**config.mk**
```make
export PLATFORM = sky130hd
export DESIGN_NAME = adc_sample_reader
export DESIGN_NICKNAME = d
export VERILOG_FILES = /design/src/rtl/adc_reader_pkg.sv /design/src/rtl/sample_fifo.sv /design/src/rtl/adc_sample_reader.sv
export SDC_FILE = /design/constraint.sdc
export NUM_CORES = 1
export LEC_CHECK = 0
export BUFFER_PORTS_ARGS = -buffer_cell sky130_fd_sc_hd__buf_2
export CORE_UTILIZATION = 35
export CTS_CLUSTER_DIAMETER = 60
export DETAILED_ROUTE_END_ITERATION = 10
export GPL_ROUTABILITY_DRIVEN = 0
export GPL_TIMING_DRIVEN = 0
export PLACE_DENSITY_LB_ADDON = 0.3
export SETUP_SLACK_MARGIN = 0.1
export SLEW_MARGIN = 20
export SYNTH_ARGS = -nofsm -noshare
export SYNTH_HDL_FRONTEND = slang
export SYNTH_SLANG_ARGS = --single-unit
```
**constraint.sdc**
```tcl
create_clock -name clk -period 2.5 [get_ports clk]
set_clock_uncertainty 0.15 [all_clocks]
set_input_delay 0.375 -clock clk [delete_from_list [all_inputs] [get_ports clk]]
set_output_delay 0.375 -clock clk [all_outputs]
set_load 0.005 [all_outputs]
```
**src/rtl/adc_reader_pkg.sv**
```systemverilog
// Shared types and defaults for the ADC sample reader: FSM state encoding,
// default sizing parameters and the ADC sample width.
package adc_reader_pkg;

  localparam int ADC_W       = 8;
  localparam int DEF_DEPTH   = 4;
  localparam int DEF_TIMEOUT = 512;
  localparam int DEF_HOLDOFF = 8;

  typedef enum logic [2:0] {
    IDLE,
    START,
    WAIT_BUSY,
    CONVERT,
    HOLD
  } state_t;

endpackage

```
**src/rtl/sample_fifo.sv**
```systemverilog
// Result FIFO: power-of-two depth, wrapping pointers. A push into a full FIFO
// is accepted only when a pop happens in the same cycle.
module sample_fifo #(
  parameter int DEPTH = 4,
  parameter int WIDTH = 8
) (
  input  logic             clk,
  input  logic             rst,
  input  logic             push,
  input  logic [WIDTH-1:0] push_data,
  input  logic             pop,
  output logic [WIDTH-1:0] pop_data,
  output logic             full,
  output logic             empty
);
  localparam int AW = $clog2(DEPTH);
  localparam int CW = $clog2(DEPTH) + 1;

  logic [WIDTH-1:0] r_mem [DEPTH];
  logic [AW-1:0]    r_wr;
  logic [AW-1:0]    r_rd;
  logic [CW-1:0]    r_count;
  logic             w_push;
  logic             w_pop;

  assign empty    = (r_count == '0);
  assign full     = (r_count == CW'(DEPTH));
  assign w_pop    = pop && !empty;
  assign w_push   = push && (!full || w_pop);
  assign pop_data = empty ? '0 : r_mem[r_rd];

  always_ff @(posedge clk) begin
    if (rst) begin
      r_wr    <= '0;
      r_rd    <= '0;
      r_count <= '0;
    end else begin
      if (w_push) r_wr <= r_wr + AW'(1);
      if (w_pop)  r_rd <= r_rd + AW'(1);
      case ({w_push, w_pop})
        2'b10:   r_count <= r_count + CW'(1);
        2'b01:   r_count <= r_count - CW'(1);
        default: r_count <= r_count;
      endcase
    end
  end

  // Storage carries no reset; emptiness is tracked by the count alone.
  always_ff @(posedge clk) begin
    if (w_push) r_mem[r_wr] <= push_data;
  end

endmodule

```
**src/rtl/adc_sample_reader.sv**
```systemverilog
// Sequences ADC conversions (restart pulse, busy/valid wait with timeout,
// holdoff) and queues each captured sample into a valid/ready result FIFO.
module adc_sample_reader
  import adc_reader_pkg::*;
#(
  parameter int DEPTH   = DEF_DEPTH,
  parameter int TIMEOUT = DEF_TIMEOUT,
  parameter int HOLDOFF = DEF_HOLDOFF
) (
  input  logic             clk,
  input  logic             rst,
  input  logic             enable,
  output logic             adc_restart,
  input  logic             adc_busy,
  input  logic             adc_valid,
  input  logic [ADC_W-1:0] adc_data,
  output logic             out_valid,
  input  logic             out_ready,
  output logic [ADC_W-1:0] out_data,
  output logic [7:0]       ovf_count,
  output logic             timeout_err
);
  localparam int TW = $clog2(TIMEOUT) + 1;
  localparam int HW = $clog2(HOLDOFF + 1) + 1;

  state_t        r_state;
  state_t        w_next;
  logic [TW-1:0] r_to_cnt;
  logic [HW-1:0] r_hold_cnt;
  logic          r_armed;
  logic          r_restart;
  logic          r_timeout_err;
  logic [7:0]    r_ovf;
  logic          w_in_conv;
  logic          w_capture;
  logic          w_to_hit;
  logic          w_hold_done;
  logic          w_full;
  logic          w_empty;
  logic          w_pop;
  logic          w_drop;

  function automatic logic [7:0] sat_inc8(input logic [7:0] v);
    return (v == 8'hFF) ? v : v + 8'd1;
  endfunction

  assign w_in_conv   = (r_state == WAIT_BUSY) || (r_state == CONVERT);
  assign w_capture   = adc_valid && (((r_state == WAIT_BUSY) && !adc_busy) ||
                                     (r_state == CONVERT));
  // A capture on the final allowed cycle still wins over the timeout.
  assign w_to_hit    = w_in_conv && !w_capture &&
                       ((r_to_cnt + TW'(1)) == TW'(TIMEOUT - 1));
  assign w_hold_done = (int'(r_hold_cnt) + 1) >= HOLDOFF;
  assign w_pop       = out_ready && !w_empty;
  assign w_drop      = w_capture && w_full && !w_pop;

  always_comb begin
    w_next = r_state;
    case (r_state)
      IDLE:      if (enable && r_armed) w_next = START;
      START:     w_next = WAIT_BUSY;
      WAIT_BUSY: begin
        if (w_capture || w_to_hit) w_next = HOLD;
        else if (adc_busy)         w_next = CONVERT;
      end
      CONVERT:   if (w_capture || w_to_hit) w_next = HOLD;
      HOLD:      if (w_hold_done) w_next = enable ? START : IDLE;
      default:   w_next = IDLE;
    endcase
  end

  // r_armed delays the first restart after reset release by one extra cycle.
  always_ff @(posedge clk) begin
    if (rst) begin
      r_state       <= IDLE;
      r_armed       <= 1'b0;
      r_restart     <= 1'b0;
      r_to_cnt      <= '0;
      r_hold_cnt    <= '0;
      r_timeout_err <= 1'b0;
      r_ovf         <= '0;
    end else begin
      r_state   <= w_next;
      r_armed   <= 1'b1;
      r_restart <= (w_next == START);
      if (r_state == START)  r_to_cnt <= '0;
      else if (w_in_conv)    r_to_cnt <= r_to_cnt + TW'(1);
      if (r_state == HOLD)   r_hold_cnt <= r_hold_cnt + HW'(1);
      else                   r_hold_cnt <= '0;
      if (w_to_hit)          r_timeout_err <= 1'b1;
      if (w_drop)            r_ovf <= sat_inc8(r_ovf);
    end
  end

  sample_fifo #(
    .DEPTH (DEPTH),
    .WIDTH (ADC_W)
  ) u_fifo (
    .clk       (clk),
    .rst       (rst),
    .push      (w_capture),
    .push_data (adc_data),
    .pop       (w_pop),
    .pop_data  (out_data),
    .full      (w_full),
    .empty     (w_empty)
  );

  assign adc_restart = r_restart;
  assign out_valid   = !w_empty;
  assign ovf_count   = r_ovf;
  assign timeout_err = r_timeout_err;

endmodule

```
# After elaboration in Yosys (flattened, before gate mapping)
# Memories as Yosys holds them, arrays and structs flattened. A register that Yosys moved wholly into a read port is not among the register bits.
# Index checks and enable logic that the tools add are counted.
totals:
  ramBits: 32
  out_inout_bits: 19
  wordCells: 71
  mem_count: 1
  in_bits: 14
  ff_bits: 36
mem_list:
  columns: ["name", "depth", "width", "rd", "rd_ports_with_merged_regs", "wr", "line_no", "rtl"]
  rows:
  - ["u_fifo.r_mem", 4, 8, 1, 1, 1, "sample_fifo.sv:19", "logic [WIDTH-1:0] r_mem [DEPTH];"]
classes:
  magnitude_cmp: 1
  n_mux: 14
  n_bitwise: 2
  n_eq_ne: 10
  n_addsub: 8
  n_reduce_logical: 25
ops:
  columns: ["operator", "count"]
  rows:
  - ["two-way mux 3 bit", 5]
  - ["one-hot mux 3 bit (5 select lines)", 1]
  - ["adder 10 x 1 -> 10 bit, second input constant", 1]
  - ["equality test 10 x 9 -> 1 bit, second input constant", 1]
  - ["logical AND 1 bit", 10]
  - ["adder 8 x 1 -> 8 bit, second input constant", 1]
  - ["equality test 8 bit, second input constant", 1]
  - ["two-way mux 8 bit", 1]
  - ["adder 5 x 1 -> 6 bit, second input constant", 1]
  - ["equality test 3 x 1 -> 1 bit, second input constant", 2]
  - ["equality test 3 x 2 -> 1 bit, second input constant", 2]
  - ["equality test 3 bit, second input constant", 2]
  - [">= comparator 6 x 4 -> 1 bit, second input constant", 1]
  - ["zero test 3 bit", 2]
  - ["one-hot mux 3 bit (2 select lines)", 1]
  - ["adder 5 x 1 -> 5 bit, second input constant", 1]
  - ["zero test 1 bit", 5]
  - ["adder 2 x 1 -> 2 bit, second input constant", 2]
  - ["logical OR 1 bit", 4]
  - ["two-way mux 1 bit", 4]
  - ["two-way mux 2 bit", 2]
  - ["OR reduction 2 bit", 2]
  - ["adder 3 x 1 -> 3 bit, second input constant", 1]
  - ["subtractor 3 x 1 -> 3 bit, second input constant", 1]
  - ["other kinds (5)", 6]

# Longest topological paths before layout
depth:
  depth_word: 11
  ltp_mapped: 8
  mapped_depth_nobuf: 7

# Cells and area by module
# Synthesis repeated with hierarchy kept, for this count alone.
hier_totals:
  hier_cells: 290
  hier_area_um2: 3318.2
by_module_without_submodules:
  columns: ["module", "instances", "area_each_um2", "cells_each"]
  rows:
  - ["sample_fifo", 1, 1821.7, 118]
  - ["adc_sample_reader", 1, 1496.4, 172]

# Worst setup path after synthesis
# OpenSTA, ideal clock, no wires.
synth_timing:
  kind: "register -> register"
  start: "reg r_state[0]"
  end: "reg u_fifo.r_count[2]"
  path_stages_with_launch: 8
  synth_period_minus_slack_ps: 2115
  path_slack_ps: 385
  arrival_time_ps: 1833
  cell_sequence: "dfxtp_1 > nand2b_1 > nand3_2 > nand2_1 > fa_1 > or3_1 > a32oi_1 > a21oi_1"
synth_via:
  elab_chain_len: 7
  elab_cells_between_ends: 10
synth_lines:
  columns: ["element", "line_no", "rtl"]
  rows:
  - ["from (decl)", "adc_sample_reader.sv:26", "state_t r_state;"]
  - ["from (signal assigned)", "adc_sample_reader.sv:83", "r_state <= w_next;"]
  - ["equality test 3 x 2 -> 1 bit", "adc_sample_reader.sv:48", "assign w_capture = adc_valid && (((r_state == WAIT_BUSY) && !adc_busy) ||"]
  - ["logical AND 1 bit", "adc_sample_reader.sv:48", null]
  - ["logical OR 1 bit (*)", "adc_sample_reader.sv:48", null]
  - ["logical AND 1 bit (*)", "adc_sample_reader.sv:48", null]
  - ["logical AND 1 bit (*)", "sample_fifo.sv:29", "assign w_push = push && (!full || w_pop);"]
  - ["equality test 2 x 1 -> 1 bit or equality test 2 bit (tied branches)", "sample_fifo.sv:40", "case ({w_push, w_pop})"]
  - ["one-hot mux 3 bit (2 select lines) or nonzero test 2 bit (tied branches)", null, null]
  - ["to (signal assigned)", "sample_fifo.sv:41", "2'b10: r_count <= r_count + CW'(1);"]
  - ["to (signal assigned)", "sample_fifo.sv:42", "2'b01: r_count <= r_count - CW'(1);"]
  - ["to (signal assigned)", "sample_fifo.sv:43", "default: r_count <= r_count;"]
  - ["to (decl)", "sample_fifo.sv:22", "logic [CW-1:0] r_count;"]
# Every way passes the cells marked *; elsewhere a longest branch is shown, timed or not.
# A chain may end at the register's enable or synchronous reset.

==> metrics.txt <==
# IOs 33; CTS clock-pin slew for the worst setup and hold paths around 0.09 ns; slew at the pin with the worst max-slew slack 0.774 ns; non-filler cells, final approximately 420; Initial Util about 36%; Overflow after GRT 0; Mapped Nets between 200 and 300; Critical Setup Path Class reg2out; FP Rows 34; area of the die ~9300 um^2; Tcrit/Tclk final approximately nine tenths; total power 2.65 mW; Yosys top cell area share a little over 30%; setup TNS 0 ns; Worst-Skew Late Latency about 0.35 ns; DRC viols 0; leak pwr 1.33 nW; Pwr per Cell Area 731 nW/um^2; Critical R2R Launch r_state[0]; Flop pwr share 48.1%; Fmax achieved 0.443 GHz; placed insts 402; H-tree levels 3; power share of the clock group between 30% and 40%; Starting DRT DRC Count 55; FF-to-FF End u_fifo.r_count[2]; post_cts resized 0; Max VDD drop between 0.2 and 0.25 mV; total CTS buffers 9; flop2flop setup slack 0.24 ns; largest net degree at the start of global routing 17; status finished clean; hold buffer count at cts 0; initial antenna violation count 0; reg2reg path depth 7; first-pass GRT wire length between 9000 and 10,000 um; Mapped Cells 262; CTS tree done; end of the critical path out_data[2]; clk buf depth 2; count of final setup violators 0; clk root buf clkbuf_8; P&R area growth vs syn 16.5%; Synth Warn # 0; DRT Pass-1 Iters 4; design area 3630 um^2; FFs w/ async S/R, synth 0%; CTS sink count 70; GRT Resource Usage Total ~13%; Hold WC Path Type in2reg; core area just under 9000 um^2; chip width roughly 96 um; Placed Area 3410 um^2; HPWL after detailed placement between 3000 and 4000 um; cell internal pwr about 1.9 mW; Yosys top cell by area edfxtp_1; Comb pwr share roughly 18%; post-CTS setup repair buffer count 0; relative max-transition margin 48.1%; number of antenna repair diodes 0; sw frac 29.3%; Slew Limit Fails 0; flops & latches, synth 70; Synth area leaders edfxtp_1, dfxtp_1, mux4_2; die height around 96 um; Critical Path RT between 1.5 and 2 ns; DR vias approximately 2,000; CP Capture Type output pin; CP Launch Type register; Post-Syn Area just over 3000 um^2; CP arrival 1.73 ns; synthesized area per cell around 12 um^2; register area share after synthesis 55.3%; PortBufs 32; Switch Pwr slightly below 0.8 mW; Max-cap violations 0; wire length per cell ~13 um; minimum clock period approximately 2.3 ns; fraction of layout cells with a size suffix above 1 a little under a quarter; WL final around 5500 um; Yosys cell types between 40 and 50; Post-synth top flop dfxtp_1; final hold violations 0; number of flops mapped to enable cells by yosys 32; number of global-route vias before repair roughly 2,000; Final Core Density a little over two fifths; drt via density about 4.8; # nets final roughly 330; Post-DRT Antenna Nets 0; CP Max Fanout 8; RSZ-0062 raised after global routing false
==> cell usage after synthesis, types with 2 or more instances <==
library cell	count
clkbuf_1	6
nand2b_1	2
inv_1	12
and3_1	6
nor4_1	6
nor2_1	34
nand3_1	10
or3_1	2
a21oi_1	4
a211oi_1	2
nand2_1	10
xor2_1	8
mux4_2	8
a21o_1	2
nor3_1	6
buf_2	2
and2_1	13
dfxtp_1	38
edfxtp_1	32
nand4_1	5
o21ai_0	4
mux2i_1	3
xnor2_1	17
ha_1	9
==> placed cells by master (no fill, tap or decap), types with 6 or more instances in the layout <==
cell type  count
and2_1        10
and3_1         6
buf_2         33
clkbuf_1       6
clkbuf_8       9
dfxtp_1       38
edfxtp_1      32
ha_1           9
inv_1         12
mux4_2         8
nand2_1       10
nand3_1       10
nor2_1        34
nor3_1         6
nor4_1         6
xnor2_1       17
xor2_1         8
==> registers in the layout, summed over array words and instances, names as in the netlist, named ones only <==
| register | flops |
|---|---|
| r_hold_cnt | 5 |
| timeout_err | 1 |
| r_state | 3 |
| ovf_count | 8 |
| u_fifo.r_wr | 2 |
| u_fifo.r_mem | 32 |
| r_armed | 1 |
| r_to_cnt | 10 |
| adc_restart | 1 |
| u_fifo.r_count | 3 |
| u_fifo.r_rd | 2 |
==> cell type report <==
type / instances / area, um^2
Fill cell: 844 / 5050
Multi-Input combinational cell: 171 / 1320
Timing Repair Buffer: 32 / 160
Inverter: 12 / 45.0
Buffer: 9 / 46.3
Clock buffer: 9 / 124
Sequential cell: 70 / 1720
Tap cell: 108 / 135
Clock inverter: 7 / 73.8
==> how the worst min path moves through the flow <==
stage	startpoint	cells after the start	slack, ns	to
2_1_floorplan	r_hold_cnt[0]	1	0.28	r_hold_cnt[0]
3_3_place_gp	timeout_err	2	0.29	timeout_err
3_5_place_dp	timeout_err	2	0.30	timeout_err
4_1_cts	adc_data[4]	1	0.06	u_fifo.r_mem[0][4]
5_1_grt	adc_data[7]	1	0.06	u_fifo.r_mem[0][7]
6_report	adc_data[4]	1	0.08	u_fifo.r_mem[0][4]
==> logic make-up (layout without fill, tap and decap cells) <==
logic type                 after synthesis  after routing  synth area share (%)
AOI/OAI and AO/OA                       21             21                  5.51
xor gates and xnor gates                25             25                  7.03
adders and majority gates               10             10                  4.26
buffers and inverters                   21             69                  2.85
DFF                                     70             70                  55.3
muxes                                   11             11                  6.75
and+or+nand+nor                        104            104                  18.3
==> worst max-delay path: stages (launching register included) <==
cell and delay, ns:
dfxtp_1 0.31, clkbuf_1 0.40, mux4_2 0.38, and2_1 0.17
buf_2 0.12
==> metrics by stage <==
stage / hold slack, ns / setup WS [ns]
2_1_floorplan: 0.283 / 0.385
3_3_place_gp: 0.294 / 0.216
3_5_place_dp: 0.300 / 0.174
4_1_cts: 0.0596 / 0.173
5_1_grt: 0.0641 / 0.134
6_report: 0.0763 / 0.245
==> power by group through the flow <==
stage / registers [mW] / clock network [mW] / logic, mW
CTS: 1.28 / 0.922 / 0.492
global placement: 1.30 / 0 / 0.481
detailed placement: 1.30 / 0 / 0.491
floorplan: 1.29 / 0 / 0.337
finish: 1.27 / 0.891 / 0.486
global route: 1.28 / 0.970 / 0.563
==> metal layers <==
layer | vias to the layer above | wire length, um | global-route usage, % | part of all wire [%]
met4 | 0 | 150 | 8.46 | 2.7
met3 | 13 | 180 | 3.55 | 3.3
met1 | 942 | 2580 | 16.0 | 47
met5 | - | 0 | 0 | 0
li1 | 1022 | - | - | -
met2 | 31 | 2550 | 21.4 | 47
(Power assumes the default switching activity.)
